**src/rtl/cdc_rx_ctrl.sv**
```systemverilog
// cdc_rx_ctrl: read-side controller for the slow-to-fast byte CDC.
// Drives the CDC read-side reset, waits for a quiet line before accepting
// traffic, and delimits the raw byte stream into frames by inter-byte gap.
// Bytes are delayed by one slot in a hold register, so that the end-of-frame
// marker can be attached to the last byte once the gap (or an error) is seen.
module cdc_rx_ctrl #(
    parameter int RST_CYCLES = 8,
    parameter int IDLE_GAP   = 6,
    parameter int MAX_FRAME  = 1522,
    parameter int CNT_W      = 16
) (
    input  logic             clkIn,
    input  logic             rstNIn,
    output logic             cdcRstOut,
    input  logic [7:0]       cdcDataIn,
    input  logic             cdcValidIn,
    input  logic             cdcErrIn,
    input  logic             enIn,
    output logic [7:0]       dataOut,
    output logic             validOut,
    output logic             sofOut,
    output logic             eofOut,
    output logic             frameErrOut,
    output logic [CNT_W-1:0] errCntOut,
    output logic [CNT_W-1:0] frameCntOut
);

    localparam int BC_W = $clog2(MAX_FRAME + 1);
    localparam int RC_W = $clog2(RST_CYCLES);
    localparam int GC_W = $clog2(IDLE_GAP + 1);

    localparam logic [RC_W-1:0] RC_LAST  = RC_W'(RST_CYCLES - 1);
    localparam logic [GC_W-1:0] GAP_FULL = GC_W'(IDLE_GAP);
    localparam logic [BC_W-1:0] BC_MAX   = BC_W'(MAX_FRAME);

    typedef enum logic [2:0] {
        S_RESET,
        S_WAIT_IDLE,
        S_IDLE,
        S_FRAME,
        S_DROP
    } state_t;

    state_t          state;
    logic [RC_W-1:0] rst_cnt;
    logic [GC_W-1:0] gap_cnt;
    logic [BC_W-1:0] byte_cnt;
    logic [7:0]      hold_byte;
    logic            hold_first;
    logic            gap_done;

    // The line counts as quiet once the gap counter has already saturated
    // and no byte arrives this cycle.
    assign gap_done = !cdcValidIn && (gap_cnt == GAP_FULL);

    // Sequencer, hold register, gap/byte counters and all registered outputs.
    always_ff @(posedge clkIn or negedge rstNIn) begin
        if (!rstNIn) begin
            // NOTE: the hold register is reset as well, so dataOut never
            // leaks a stale byte after reset.
            state       <= S_RESET;
            rst_cnt     <= '0;
            gap_cnt     <= '0;
            byte_cnt    <= '0;
            hold_byte   <= '0;
            hold_first  <= 1'b0;
            cdcRstOut   <= 1'b1;
            dataOut     <= '0;
            validOut    <= 1'b0;
            sofOut      <= 1'b0;
            eofOut      <= 1'b0;
            frameErrOut <= 1'b0;
            errCntOut   <= '0;
            frameCntOut <= '0;
        end else begin
            // NOTE: pulse outputs get a default here; non-blocking semantics
            // mean a later assignment in the case below simply overrides it.
            validOut    <= 1'b0;
            sofOut      <= 1'b0;
            eofOut      <= 1'b0;
            frameErrOut <= 1'b0;

            if (cdcValidIn) begin
                gap_cnt <= '0;
            end else if (gap_cnt != GAP_FULL) begin
                gap_cnt <= gap_cnt + GC_W'(1);
            end

            case (state)
                S_RESET: begin
                    gap_cnt <= '0;
                    if (rst_cnt == RC_LAST) begin
                        cdcRstOut <= 1'b0;
                        state     <= S_WAIT_IDLE;
                    end else begin
                        rst_cnt <= rst_cnt + RC_W'(1);
                    end
                end

                S_WAIT_IDLE: begin
                    if (gap_done) begin
                        state <= S_IDLE;
                    end
                end

                S_IDLE: begin
                    if (cdcErrIn) begin
                        state     <= S_RESET;
                        rst_cnt   <= '0;
                        cdcRstOut <= 1'b1;
                        if (!(&errCntOut)) errCntOut <= errCntOut + CNT_W'(1);
                    end else if (cdcValidIn) begin
                        if (enIn) begin
                            hold_byte  <= cdcDataIn;
                            hold_first <= 1'b1;
                            byte_cnt   <= BC_W'(1);
                            state      <= S_FRAME;
                        end else begin
                            state <= S_DROP;
                        end
                    end
                end

                S_FRAME: begin
                    if (cdcErrIn) begin
                        // Truncate: flush the held byte as a bad end of frame.
                        dataOut     <= hold_byte;
                        validOut    <= 1'b1;
                        sofOut      <= hold_first;
                        eofOut      <= 1'b1;
                        frameErrOut <= 1'b1;
                        state       <= S_RESET;
                        rst_cnt     <= '0;
                        cdcRstOut   <= 1'b1;
                        if (!(&errCntOut)) errCntOut <= errCntOut + CNT_W'(1);
                    end else if (cdcValidIn) begin
                        dataOut  <= hold_byte;
                        validOut <= 1'b1;
                        sofOut   <= hold_first;
                        if (byte_cnt == BC_MAX) begin
                            // Oversize: close the frame as bad, drop the rest.
                            eofOut      <= 1'b1;
                            frameErrOut <= 1'b1;
                            state       <= S_DROP;
                        end else begin
                            hold_byte  <= cdcDataIn;
                            hold_first <= 1'b0;
                            byte_cnt   <= byte_cnt + BC_W'(1);
                        end
                    end else if (gap_done) begin
                        dataOut  <= hold_byte;
                        validOut <= 1'b1;
                        sofOut   <= hold_first;
                        eofOut   <= 1'b1;
                        state    <= S_IDLE;
                        if (!(&frameCntOut)) frameCntOut <= frameCntOut + CNT_W'(1);
                    end
                end

                S_DROP: begin
                    if (cdcErrIn) begin
                        state     <= S_RESET;
                        rst_cnt   <= '0;
                        cdcRstOut <= 1'b1;
                        if (!(&errCntOut)) errCntOut <= errCntOut + CNT_W'(1);
                    end else if (gap_done) begin
                        state <= S_IDLE;
                    end
                end

                default: begin
                    state     <= S_RESET;
                    rst_cnt   <= '0;
                    cdcRstOut <= 1'b1;
                end
            endcase
        end
    end

endmodule

```
**config.mk**
```make
export PLATFORM = sky130hd
export DESIGN_NAME = cdc_rx_ctrl
export DESIGN_NICKNAME = d
export VERILOG_FILES = /design/src/rtl/cdc_rx_ctrl.sv
export SDC_FILE = /design/constraint.sdc
export NUM_CORES = 1
export LEC_CHECK = 0
export BUFFER_PORTS_ARGS = -buffer_cell sky130_fd_sc_hd__clkbuf_2
export CORE_ASPECT_RATIO = 1.5
export CORE_MARGIN = 1
export CORE_UTILIZATION = 30
export DETAILED_ROUTE_END_ITERATION = 10
export GPL_ROUTABILITY_DRIVEN = 0
export PLACE_DENSITY = 0.56
export SYNTH_ARGS = -nofsm -noshare
export SYNTH_HDL_FRONTEND = slang
export SYNTH_SLANG_ARGS = --single-unit
```
**constraint.sdc**
```tcl
create_clock -name clkIn -period 2 [get_ports clkIn]
set_input_delay 0.4 -clock clkIn [delete_from_list [all_inputs] [get_ports clkIn]]
set_output_delay 0.4 -clock clkIn [all_outputs]
set_load 0.01 [all_outputs]
```
**Word-level counts from Yosys, hierarchy flattened**

Cells that the tools add are included.

- $add $sub $neg: 5
- Equal/unequal tests: 19
- Muxes and demuxes: 58
- Bitwise gates (word level): 5
- Reductions and logical operators: 16

Operator list:

| kind | count |
|---|---|
| $mux W8 | 9 |
| $mux W11 | 6 |
| $mux W3 | 14 |
| $add A16 B1 Y16 const B | 2 |
| $reduce_and A16 Y1 | 2 |
| $mux W1 | 23 |
| $pmux W11 S2 | 1 |
| $ne A2 B2 Y1 const B | 8 |
| $pmux W8 S2 | 1 |
| $pmux W3 S5 | 1 |
| $reduce_and A3 Y1 | 4 |
| $add A11 B1 Y11 const B | 1 |
| $eq A11 B11 Y1 const B | 1 |
| $eq A3 B3 Y1 const B | 3 |
| $pmux W3 S3 | 1 |
| $reduce_and A7 Y1 | 1 |
| $add A3 B1 Y3 const B | 2 |
| $eq A3 B2 Y1 const B | 2 |
| $ne A3 B3 Y1 const B | 2 |
| $reduce_bool A3 Y1 | 2 |
| $not A1 Y1 | 5 |
| $reduce_and A5 Y1 | 1 |
| $ne A4 B4 Y1 const B | 1 |
| $eq A3 B1 Y1 const B | 1 |
| 9 further kinds | 9 |

- Register bits: 74
- Bits of input ports: 13
- Output and inout bits: 45
- Word-level logic and storage cells: 117

**Longest topological paths before layout**

Gate-level depths: netlist (run 1).

- Depth in word-level cells: 6
- Mapped depth: 7
- Mapped depth without buffers: 6

**Worst setup path before layout (run 1)**

No wires, ideal clock.

- Kind: register to register
- Start: register frameCntOut[5]
- End: register frameCntOut[1]
- Library setup time: 0.125 ns
- Data arrival time: 1.683 ns
- Data required time: 1.875 ns
- Slack: 0.192 ns
- Stages on the path, launching flop included: 5
- Buffers on the path: 0
- Clock period less this slack: 1.808 ns
- Cell sequence: dfrtp_1 nand4_1 or4_1 o21ai_2 mux2_2

- Cells in the longest elaborated chain, start to end: 3

RTL lines:

| item | line | text |
|---|---|---|
| start, declared | 25 | `output logic [CNT_W-1:0] frameCntOut` |
| start signal, assigned | 156 | `if (!(&frameCntOut)) frameCntOut <= frameCntOut + CNT_W'(1);` |
| $reduce_and A16 Y1 | 156 |  |
| $not A1 Y1 (no source line) | - |  |
| $reduce_and A5 Y1 (no source line) | - |  |

No other way between the ends.
A chain may end at the register's enable or synchronous reset.

**Worst setup path in the final report (run 1)**

- Start: register state[0]
- End: register errCntOut[1]

- Cells in the longest elaborated chain, start to end: 3
- Elaborated cells between the ends (all ways): 5
- Those cells by class: eq/ne (3); reduce/logical (2)

RTL lines:

| item | line | text |
|---|---|---|
| start, declared | 44 | `state_t state;` |
| start signal, assigned | 61 | `state <= S_RESET;` |
| start signal, assigned | 94 | `state <= S_WAIT_IDLE;` |
| start signal, assigned | 102 | `state <= S_IDLE;` |
| $eq A3 B3 Y1 or $eq A3 B2 Y1 (tied branches) | 89 | `case (state)` |
| $reduce_or A3 Y1 (no source line) * | - |  |
| $reduce_and A3 Y1 (no source line) * | - |  |
| end signal, assigned | 111 | `if (!(&errCntOut)) errCntOut <= errCntOut + CNT_W'(1);` |
| end signal, assigned | 135 | `if (!(&errCntOut)) errCntOut <= errCntOut + CNT_W'(1);` |
| end signal, assigned | 165 | `if (!(&errCntOut)) errCntOut <= errCntOut + CNT_W'(1);` |
| end, declared | 24 | `output logic [CNT_W-1:0] errCntOut,` |

Every way passes the cells marked *; elsewhere a longest branch is shown, timed or not.

==> metrics.cfg, run 1 <==
[worst_setup_path]
crit_type=reg2reg
critPathLaunchType=flip-flop
critPathRequiredTime_ns=2.22
path_max_fanout=7
worstPathArrival_ns=2.07
regToRegSetupSlack_ns=0.15
end_kind=flip-flop
crit_chain=nor3b_4 > o21ai_1 > a21oi_1 > mux2_2
slowest_stage=dfrtp_1
worst_path_largest_cell_delay_ns=0.48

[sta]
rsz0062_at_grt=yes
timing.fmax_mhz=541
clock-skew-final_ns=0.00815
tightestPinTransition_ns=0.522
fin_crit_sh_pct=92.5
maxSlewHeadroom_pct=64.9
setup_violations=0
hold_viol=0
final_max_slew_viol_count=0
setup_ws_ns=0.150
period_minus_slack_ns=1.85

[drt]
drtIter0Drc=154
route.detailed.drc=0
vias=2764
drt_pass1_iterations=4
ant_nets=0
drt-wirelength-per-cell_um=14.1
vias_per_cell=4.92
wl_mm=7.92

[floorplanning]
fp.dieH_um=138
die_w_um=92.9
rows=49
die_area_sq_mm=0.0128
core_area_sq_mm=0.0120
boundaryPins=58
initial_core_util_pct=30.9

[logic_synthesis]
synthAdderAreaFrac_pct=2.69
synth_xor_area_share_pct=8.25
synthCells=326
synthesis.area_sq_mm=0.00372
synth_top_family_by_area=simple AND/OR/NAND/NOR gates
async_flop_share_pct=100
synth_edf_count=0
avgSynthCellArea_sq_um=11.4
synth_seq_area_share_pct=49.9
synth_compound_area_share_pct=9.23
muxShareOfSynthArea_pct=7.04
synthFlopType=dfrtp_1
synth_top_cell_area_share_pct=49.2
synth_largest_area_cell=dfrtp_1
ys.warnings.count=0
synth_area_leaders=dfrtp_1 49%, xor2_1 5.7%, mux2_2 3.9%, mux2_4 2.8%, ha_1 2.7%
ys_seq_elements=74
syn_nets=347
synth.distinct_cells=59
synthSimpleGateAreaFrac_pct=20.1

[global_route]
grt-ovfl-total=0
grt_pass1_vias=2758
grt_max_degree=29
met3_usage_pct=2.53
antenna_found_initial=0
grtUsageTotal_pct=13.3
grt_pass1_wl_mm=13.6
grtUsageMet1_pct=16.3
grt_use_met2_pct=22.2
busiest_layer=met2

[clocking]
cts_made_buffers=9
cts.reportedPaths.clkPinSlew_ns=0.06
ctsRootBufferMaster=clkbuf_16
htree_num_levels=3
clkLatencyLatePin_ns=0.34
tritoncts=built
clkSinkCount=74
clk_path_buf_depth=2

[finish]
diodes=0
layout.nets=425
syn2layout_area_growth_pct=24.0
drive_above_1_share_pct=33.0
layout.cells.non_filler=562
most-common-layout-cells=73 x dfrtp_1, 56 x clkbuf_2, 24 x xor2_1, 21 x buf_4, 19 x nand2_1
final_common_cell=dfrtp_1

[pwr]
peakVddDrop_mv=0.397
p_leak_nw=2.27
powerDensity_mw_per_mm2=793

[placement]
io_buffers=57
place_hpwl_mm=5.82
dp.cells=545
dp_slack_ns=0.103

[min_path]
hold_class=in2reg

[job]
cap_viol_max_count=0

[status]
status=finished, final reports clean

[cells in the mapped netlist, types with 3 or more instances]
cell,n
dfrtp_1,73
xor2_1,24
nand2_1,19
nor2_1,14
nor3_1,14
mux2_2,13
a21oi_1,11
nand3_1,11
xnor2_1,11
inv_1,10
nand4_1,9
nor4_1,9
ha_1,8
o21ai_0,8
a211oi_1,7
and3_1,7
buf_2,7
mux2_4,7
a22o_1,3
and2_1,3
clkbuf_1,3
nand2b_1,3
nor4_2,3
nor4b_2,3
[layer usage]
metal	wire length, um	vias to the layer above
met3	200	10
met1	3440	1369
li1	-	1346
met2	4150	39
met5	0	-
met4	138	0
[worst paths after layout]
path / end / from / cells after the start
min in group asynchronous: errCntOut[1] / rstNIn / 2
worst max-delay path: errCntOut[1] / state[0] / 4
worst max register to register: errCntOut[1] / state[0] / 4
worst min register to register: hold_first / hold_first / 1
worst min-delay path: hold_byte[4] / cdcDataIn[4] / 2
max in group asynchronous: frameCntOut[0] / rstNIn / 3
[state kept, by name, summed over array words and instances (netlist names), 3 cells and up]
register	flops
errCntOut	16
frameCntOut	16
byte_cnt	11
dataOut	8
hold_byte	8
gap_cnt	3
rst_cnt	3
state	3
[worst max-delay path: cells and delay by family, from the launching register on]
family           cells  cell delay, ns
AO/OA/AOI/OAI        2            0.48
flip-flops           1            0.48
multiplexers         1            0.37
AND/OR/NAND/NOR      1            0.41
[per-stage QoR]
stage,TNS (ns),cell area (sq um),hold slack (ns),power [mW],utilization [%]
2_1_floorplan,0,3720,0.104,1.93,-
3_3_place_gp,0,4300,0.343,2.08,35.8
3_5_place_dp,0,4300,0.347,2.09,35.8
4_1_cts,0,4600,0.284,3.72,38.3
5_1_grt,-0.0234,4610,0.291,3.82,38.3
6_report,0,4610,0.298,3.65,38.3
[power breakdown]
part           internal, mW  switching (mW)  total (mW)
Combinational         0.189           0.207       0.395
Sequential             1.59          0.0754        1.66
Clock                 0.970           0.623        1.59
Total                  2.75           0.905        3.65
[what timing repair did]
item / 4_1_cts / 5_1_grt
endpoints found under the hold margin: 24 / 0
buffers inserted: 0 / 0
hold buffers: 1 / 0
gates resized for setup: 0 / 1
setup endpoints to repair: 0 / 1
[cells by family after synthesis]
| group | after synthesis |
|---|---|
| compound gates | 48 |
| xor+xnor | 35 |
| fa+ha+maj | 8 |
| buf+inv | 22 |
| flops | 74 |
| mux | 21 |
| simple gates | 118 |
[final cells by class]
type / count / area [sq um]
clock buffer: 10 / 229
clock inverter: 6 / 66.3
fill: 1203 / 7410
inverter: 10 / 37.5
multi-input combinational: 230 / 1760
sequential: 74 / 1850
tap: 153 / 191
timing repair buffer: 79 / 468
(Power assumes the default switching activity.)
==> inputs of run 2 (changes only) <==
ABC_AREA = 1   (was default)
GPL_ROUTABILITY_DRIVEN = default   (was 0)
PLACE_DENSITY = 0.55   (was 0.56)
==> run 2 against run 1 <==
Critical path depth grew 5. Clock skew grew 0.00054 ns. Via count grew 30%. Register-to-register slack gained 0.08 ns. Non-clock buffer count shrank 12. Global-route usage grew 1.1 points. Combinational power shrank 7.6%. Hold slack lost 0.030 ns. First-iteration DRC count grew 2.6%. Cell area grew 6.4%. Power grew 7.3%. Sequential power is essentially flat.
==> metrics.cfg, run 2 <==
[status]
status=finished, final reports clean

[clocking]
tritoncts=built
ctsRootBufferMaster=clkbuf_16
cts_made_buffers=9  ; unchanged
clk_path_buf_depth=2  ; unchanged
htree_num_levels=3  ; unchanged
cts_hold_buffers=1  ; unchanged
ctsResizeCount=0  ; unchanged
clkSinkCount=74  ; unchanged
postCtsSetupRepairBufs=0  ; unchanged
cts.reportedPaths.clkPinSlew_ns=0.07  ; about the same
clkLatencyLatePin_ns=0.33  ; about the same

[finish]
multi_input_area_sq_mm=0.00198  ; +12%
final_common_cell=nand2_1
regArea_sq_mm=0.00185  ; unchanged
layout.nets=641  ; +51%
diodes=0  ; unchanged
largestRegisters=errCntOut: 16 flops, frameCntOut: 16 flops, byte_cnt: 11 flops
fillers=1356  ; +13%
drive_above_1_share_pct=15.5  ; -17 points
syn2layout_area_growth_pct=21.2
most-common-layout-cells=252 x nand2_1, 73 x dfrtp_1, 56 x clkbuf_2, 52 x nor2_1, 37 x nand3_1

[worst_setup_path]
critPathLaunchType=flip-flop
crit_type=reg2reg
crit_chain=inv_1 > ha_1 > nand2_1 > nor2_1 > nand3_2 > nor2_4 > buf_4 > nand2_1 > nand2_1
cpMostUsedCell=nand2_1
worstPathArrival_ns=2.04  ; -0.03 ns
worst_path_largest_cell_delay_ns=0.38  ; -0.10 ns
cp_num_buf_inv=2  ; +2
regToRegSetupSlack_ns=0.23  ; +0.08 ns
end_kind=flip-flop
critPathRequiredTime_ns=2.27  ; +0.05 ns
slowest_stage=dfrtp_1
cpLargestDelayFamily=simple AND/OR/NAND/NOR gates
path_max_fanout=14  ; +7

[pwr]
power.switching_mw=0.958  ; +5.9%
combPwrFrac_pct=9.3  ; -1.5 points
p_leak_nw=2.52  ; +11%
powerDensity_mw_per_mm2=799  ; +0.87%
peakVddDrop_mv=0.285  ; -28%
swShare_pct=24.5  ; -0.32 points
pwr-share-seq_pct=43.0  ; -2.6 points
power.total_mw=3.92  ; +7.3%
p_int_mw=2.96  ; +7.7%
pwr-share-clk_pct=47.7  ; +4.1 points

[logic_synthesis]
synthCells=551  ; +69%
muxShareOfSynthArea_pct=0  ; -7.0 points
synthFlopType=dfrtp_1
synth_largest_area_cell=dfrtp_1
ys.warnings.count=0  ; unchanged
synth_seq_area_share_pct=45.8  ; -4.0 points
synth_compound_area_share_pct=3.93  ; -5.3 points
ys_seq_elements=74  ; unchanged
synth_xor_area_share_pct=5.63  ; -2.6 points
syn_nets=572  ; +65%
synth_area_leaders=dfrtp_1 45%, nand2_1 23%, nor2_1 4.8%, nand3_1 4.6%, xnor2_1 4.3%
synth_top_family_by_area=simple AND/OR/NAND/NOR gates
synthSimpleGateAreaFrac_pct=36.8  ; +17 points
async_flop_share_pct=100  ; unchanged
synth.most_common_cell=nand2_1
synth_common_cells=252 x nand2_1, 73 x dfrtp_1, 52 x nor2_1, 37 x nand3_1, 35 x inv_1
synthAdderAreaFrac_pct=2.48  ; -0.22 points
synth_top_cell_area_share_pct=45.2  ; -4.0 points
synth.distinct_cells=27  ; -54%
avgSynthCellArea_sq_um=7.34  ; -36%
synthesis.area_sq_mm=0.00404  ; +8.8%
synth_edf_count=0  ; unchanged

[floorplanning]
die_area_sq_mm=0.0140  ; +8.7%
rows=51  ; +4.1%
core_area_sq_mm=0.0131  ; +8.9%
initial_core_util_pct=30.9  ; about the same
die_w_um=96.8  ; +4.2%
boundaryPins=58  ; unchanged
fp.dieH_um=144  ; +4.3%

[sta]
setup_violations=0  ; unchanged
tightestPinTransition_ns=0.359  ; -0.163 ns
final_max_slew_viol_count=0  ; unchanged
rsz0062_at_grt=no
tns_ns=0  ; unchanged
maxSlewHeadroom_pct=76.1  ; +11 points
hold_viol=0  ; unchanged
fin_crit_sh_pct=88.5  ; -4.0 points
period_minus_slack_ns=1.77  ; -0.0809 ns
clock-skew-final_ns=0.00869  ; +0.000539 ns
timing.fmax_mhz=565  ; +4.6%

[drt]
drt_pass1_iterations=4  ; unchanged
ant_nets=0  ; unchanged
drtIter0Drc=158  ; +2.6%
drt-wirelength-per-cell_um=12.1  ; -14%
vias=3583  ; +30%
vias_per_cell=4.57  ; -7.1%
route.detailed.drc=0  ; unchanged
wl_mm=9.49  ; +20%

[global_route]
grt_max_degree=34  ; +17%
grt_pass1_vias=3477  ; +26%
grt_pass1_wl_mm=16.2  ; +19%
grt-ovfl-total=0  ; unchanged
grtUsageTotal_pct=14.3  ; +1.1 points
antenna_found_initial=0  ; unchanged

[job]
cap_viol_max_count=0  ; unchanged

[placement]
place_congestion=0.845
place_hpwl_mm=7.20  ; +24%
io_buffers=57  ; unchanged

[min_path]
hold_class=in2reg

==> run 2: changes by cell type after synthesis, moves of 14 or more <==
cell / delta
nand2_1: +233
xor2_1: -18
nand3_1: +26
inv_1: +25
nor2_1: +38
o21ai_0: +14
==> run 2: worst paths after layout <==
path,start,endpoint,cells past startpoint
min in group asynchronous,rstNIn,state[1],2
max,gap_cnt[0],frameCntOut[10],9
max reg2reg,gap_cnt[0],frameCntOut[10],9
max in group asynchronous,rstNIn,validOut,3
min,cdcDataIn[4],hold_byte[4],3
min reg2reg,rst_cnt[2],rst_cnt[2],2
==> run 2: logic make-up after synthesis <==
logic type / count (synthesis)
simple gates: 363
flops: 74
buf+inv: 50
compound gates: 30
xor+xnor: 26
fa+ha+maj: 8
==> run 2: worst min-delay path: stages <==
cell	delay, ns
clkbuf_2	0.08
nand2_1	0.04
nand2_1	0.05
==> run 2: layout make-up <==
class                           count  area share [%]
Sequential cell                    74            37.8
Timing Repair Buffer               67            7.71
Clock buffer                        9            4.60
Clock inverter                      7            2.37
Multi-Input combinational cell    427            40.3
Tap cell                          159            4.06
Inverter                           41            3.14
==> run 2: routing by layer <==
layer | GRT usage (%) | wire length, um
met1 | 16.1 | 4080
met2 | 26.1 | 4950
met3 | 2.61 | 243
met4 | 6.83 | 216
met5 | 0 | 0
==> run 2: through the flow <==
step                setup WS [ns]  hold slack [ns]  utilization, %  instance area (sq um)  cells
floorplan                   0.359            0.104               -                   4040    551
global placement            0.321            0.347            34.8                   4550    767
detailed placement          0.255            0.345            34.8                   4550    767
CTS                         0.233            0.254            37.5                   4900    784
global route               0.0571            0.273            37.5                   4900    784
finish                      0.231            0.268            37.5                   4900    784
==> run 2: power by group through the flow <==
| stage | clock (mW) | sequential (mW) | combinational [mW] |
|---|---|---|---|
| floorplan | 0 | 1.70 | 0.233 |
| global placement | 0 | 1.71 | 0.359 |
| detailed placement | 0 | 1.71 | 0.375 |
| CTS | 1.91 | 1.69 | 0.378 |
| global route | 1.98 | 1.70 | 0.442 |
| finish | 1.87 | 1.68 | 0.365 |
==> inputs of run 3 (changes only) <==
PLACE_DENSITY = 0.57   (was 0.55)
SKIP_LAST_GASP = 1   (was default)
clock period = 1.45 ns   (was 2 ns; I/O delays follow)
==> run 3 against run 2 <==
The run now ends with setup timing left. Combinational power up 87%. Worst setup slack worse by 0.29 ns. Hold slack lost 0.12 ns. Die area unchanged. Via count is 9.6% higher. Core utilization up 6.0 points. Critical path depth rose by 1. Routed wire length grew 12%. Global-route usage is 1.3 points higher. Final cell count rose by 8.3%. Critical endpoint is now hold_byte[2].
==> metrics.cfg, run 3 (same netlist as run 2, synthesis figures left out) <==
[finish]
most-common-layout-cells=229 x nand2_1, 71 x dfrtp_1, 61 x buf_4, 56 x clkbuf_2, 47 x nor2_1
drive_above_1_share_pct=29.9  ; +14 points
regArea_sq_mm=0.00186  ; +0.13%
final_area_sq_mm=0.00568  ; +16%
layout.nets=706  ; +10%
layout.cells.non_filler=849  ; +8.3%
fillers=1306  ; -3.7%
post-route-util_pct=43.4  ; +6.0 points
diodes=0  ; unchanged
multi_input_area_sq_mm=0.00217  ; +9.9%
syn2layout_area_growth_pct=40.5
final_common_cell=nand2_1
largestRegisters=errCntOut: 16 flops, frameCntOut: 16 flops, byte_cnt: 11 flops

[worst_setup_path]
slowest_stage=dfrtp_1
regToRegSetupSlack_ns=-0.06  ; -0.29 ns
reg2reg_depth=10  ; +1
worst_path_largest_cell_delay_ns=0.39  ; about the same
critPathRequiredTime_ns=1.73  ; -0.54 ns
r2r_start=byte_cnt[0]
worstPathArrival_ns=1.79  ; -0.25 ns
end_kind=flip-flop
cpMostUsedCell=nand2_1
crit_type=reg2reg
critPathLaunchType=flip-flop
crit_chain=inv_2 > ha_4 > nand2_2 > nor2_2 > nand3_2 > o21ai_4 > buf_12 > buf_2 > nand2_1 > nand2_1
r2r-end=hold_byte[2]
path_max_fanout=7  ; -7

[drt]
drt_pass1_iterations=4  ; unchanged
drtIter0Drc=162  ; +2.5%
vias_per_cell=4.63  ; +1.2%
route.detailed.drc=0  ; unchanged
vias=3928  ; +9.6%
wl_mm=10.6  ; +12%
ant_nets=0  ; unchanged
drt-wirelength-per-cell_um=12.5  ; +3.5%

[pwr]
power.switching_mw=1.38  ; +44%
pwr-share-seq_pct=42.9  ; about the same
p_int_mw=4.01  ; +36%
p_leak_nw=2.92  ; +16%
swShare_pct=25.5  ; +1.1 points
combPwrFrac_pct=12.6  ; +3.3 points
peakVddDrop_mv=0.494  ; +74%
power.total_mw=5.39  ; +37%
pwr-share-clk_pct=44.4  ; -3.3 points
powerDensity_mw_per_mm2=948  ; +19%

[global_route]
grt_pass1_wl_mm=17.6  ; +8.6%
antenna_found_initial=0  ; unchanged
grt_max_degree=27  ; -21%
grt_pass1_vias=3842  ; +10%
grtUsageTotal_pct=15.6  ; +1.3 points
grt-ovfl-total=0  ; unchanged

[sta]
fin_hold_ws_ns=0.145  ; -0.123 ns
setup_ws_ns=-0.0588  ; -0.290 ns
timing.fmax_mhz=663  ; +17%
tightestPinTransition_ns=0.320  ; -0.0395 ns
clock-skew-final_ns=0.00690  ; -0.00178 ns
fin_crit_sh_pct=104  ; +16 points
maxSlewHeadroom_pct=78.7  ; +2.6 points
tns_ns=-0.857  ; -0.857 ns
rsz0062_at_grt=yes
setup_violations=31  ; +31
hold_viol=0  ; unchanged
final_max_slew_viol_count=0  ; unchanged
period_minus_slack_ns=1.51  ; -0.260 ns

[floorplanning]
die_w_um=96.8  ; unchanged
initial_core_util_pct=30.9  ; unchanged
fp.dieH_um=144  ; unchanged
boundaryPins=58  ; unchanged
die_area_sq_mm=0.0140  ; unchanged
core_area_sq_mm=0.0131  ; unchanged
rows=51  ; unchanged

[clocking]
tritoncts=built
cts_made_buffers=9  ; unchanged
htree_num_levels=3  ; unchanged
clkLatencyLatePin_ns=0.34  ; about the same
clkSinkCount=74  ; unchanged
cts.reportedPaths.clkPinSlew_ns=0.06  ; about the same
clk_path_buf_depth=2  ; unchanged
ctsRootBufferMaster=clkbuf_16

[placement]
placed_cell_area_sq_mm=0.00503  ; +11%
io_buffers=57  ; unchanged
place_hpwl_mm=7.82  ; +8.5%
dp.cells=821  ; +7.0%
place_congestion=0.866  ; +2.4%
dp_slack_ns=-0.0786  ; -0.333 ns

[min_path]
whs_endpoint=hold_byte[2]
hold_class=in2reg
hold_path_startpoint=cdcDataIn[2]
min_path_cells=3  ; unchanged

[status]
status=finished, violations left
violations=setup timing

[job]
cap_viol_max_count=0  ; unchanged

[run 3: worst max-delay path, delay by kind of cell (launching register included)]
family	cells	cell delay (ns)
simple gates	5	0.36
compound gates	1	0.19
flops	1	0.39
buf+inv	3	0.37
fa+ha+maj	1	0.13
[run 3: how the worst max path moves through the flow]
stage / endpoint / start / slack, ns
after floorplan: errCntOut[11] / errCntOut[1] / -0.08
after global placement: byte_cnt[9] / byte_cnt[0] / -0.04
after detailed placement: byte_cnt[7] / byte_cnt[0] / -0.08
after CTS: hold_byte[7] / byte_cnt[0] / -0.04
after global routing: byte_cnt[6] / byte_cnt[0] / -0.13
final: hold_byte[2] / byte_cnt[0] / -0.06
[run 3: metal layers]
layer  global-route usage, %  part of all wire [%]  vias up
met5                       0                     0        -
met4                    5.66                   2.1        0
met3                    4.49                   4.4       16
met2                    27.9                    53       76
met1                    17.6                    41     1855
li1                        -                     -     1981
[run 3: timing repair]
item | CTS | global route
buffers inserted | 2 | 6
pin swaps | 2 | 8
resized for setup | 7 | 66
setup endpoints to repair | 51 | 69
hold endpoints to repair | 16 | 0
hold buffers | 1 | 0
gates cloned | 0 | 3
[run 3: power by group through the flow]
stage	sequential (mW)	clock [mW]	combinational, mW
2_1_floorplan	2.35	0	0.329
3_3_place_gp	2.33	0	0.599
3_5_place_dp	2.34	0	0.623
4_1_cts	2.30	2.45	0.650
5_1_grt	2.33	2.52	0.773
6_report	2.31	2.39	0.681
[run 3: final cells by class]
type / count / share of cell area (%)
multi-input cells: 427 / 38.2
repair buffers: 132 / 17.0
well taps: 159 / 3.50
clock buffers: 9 / 3.96
flip-flops and latches: 74 / 32.7
inverters: 41 / 2.95
clock inverters: 7 / 1.65
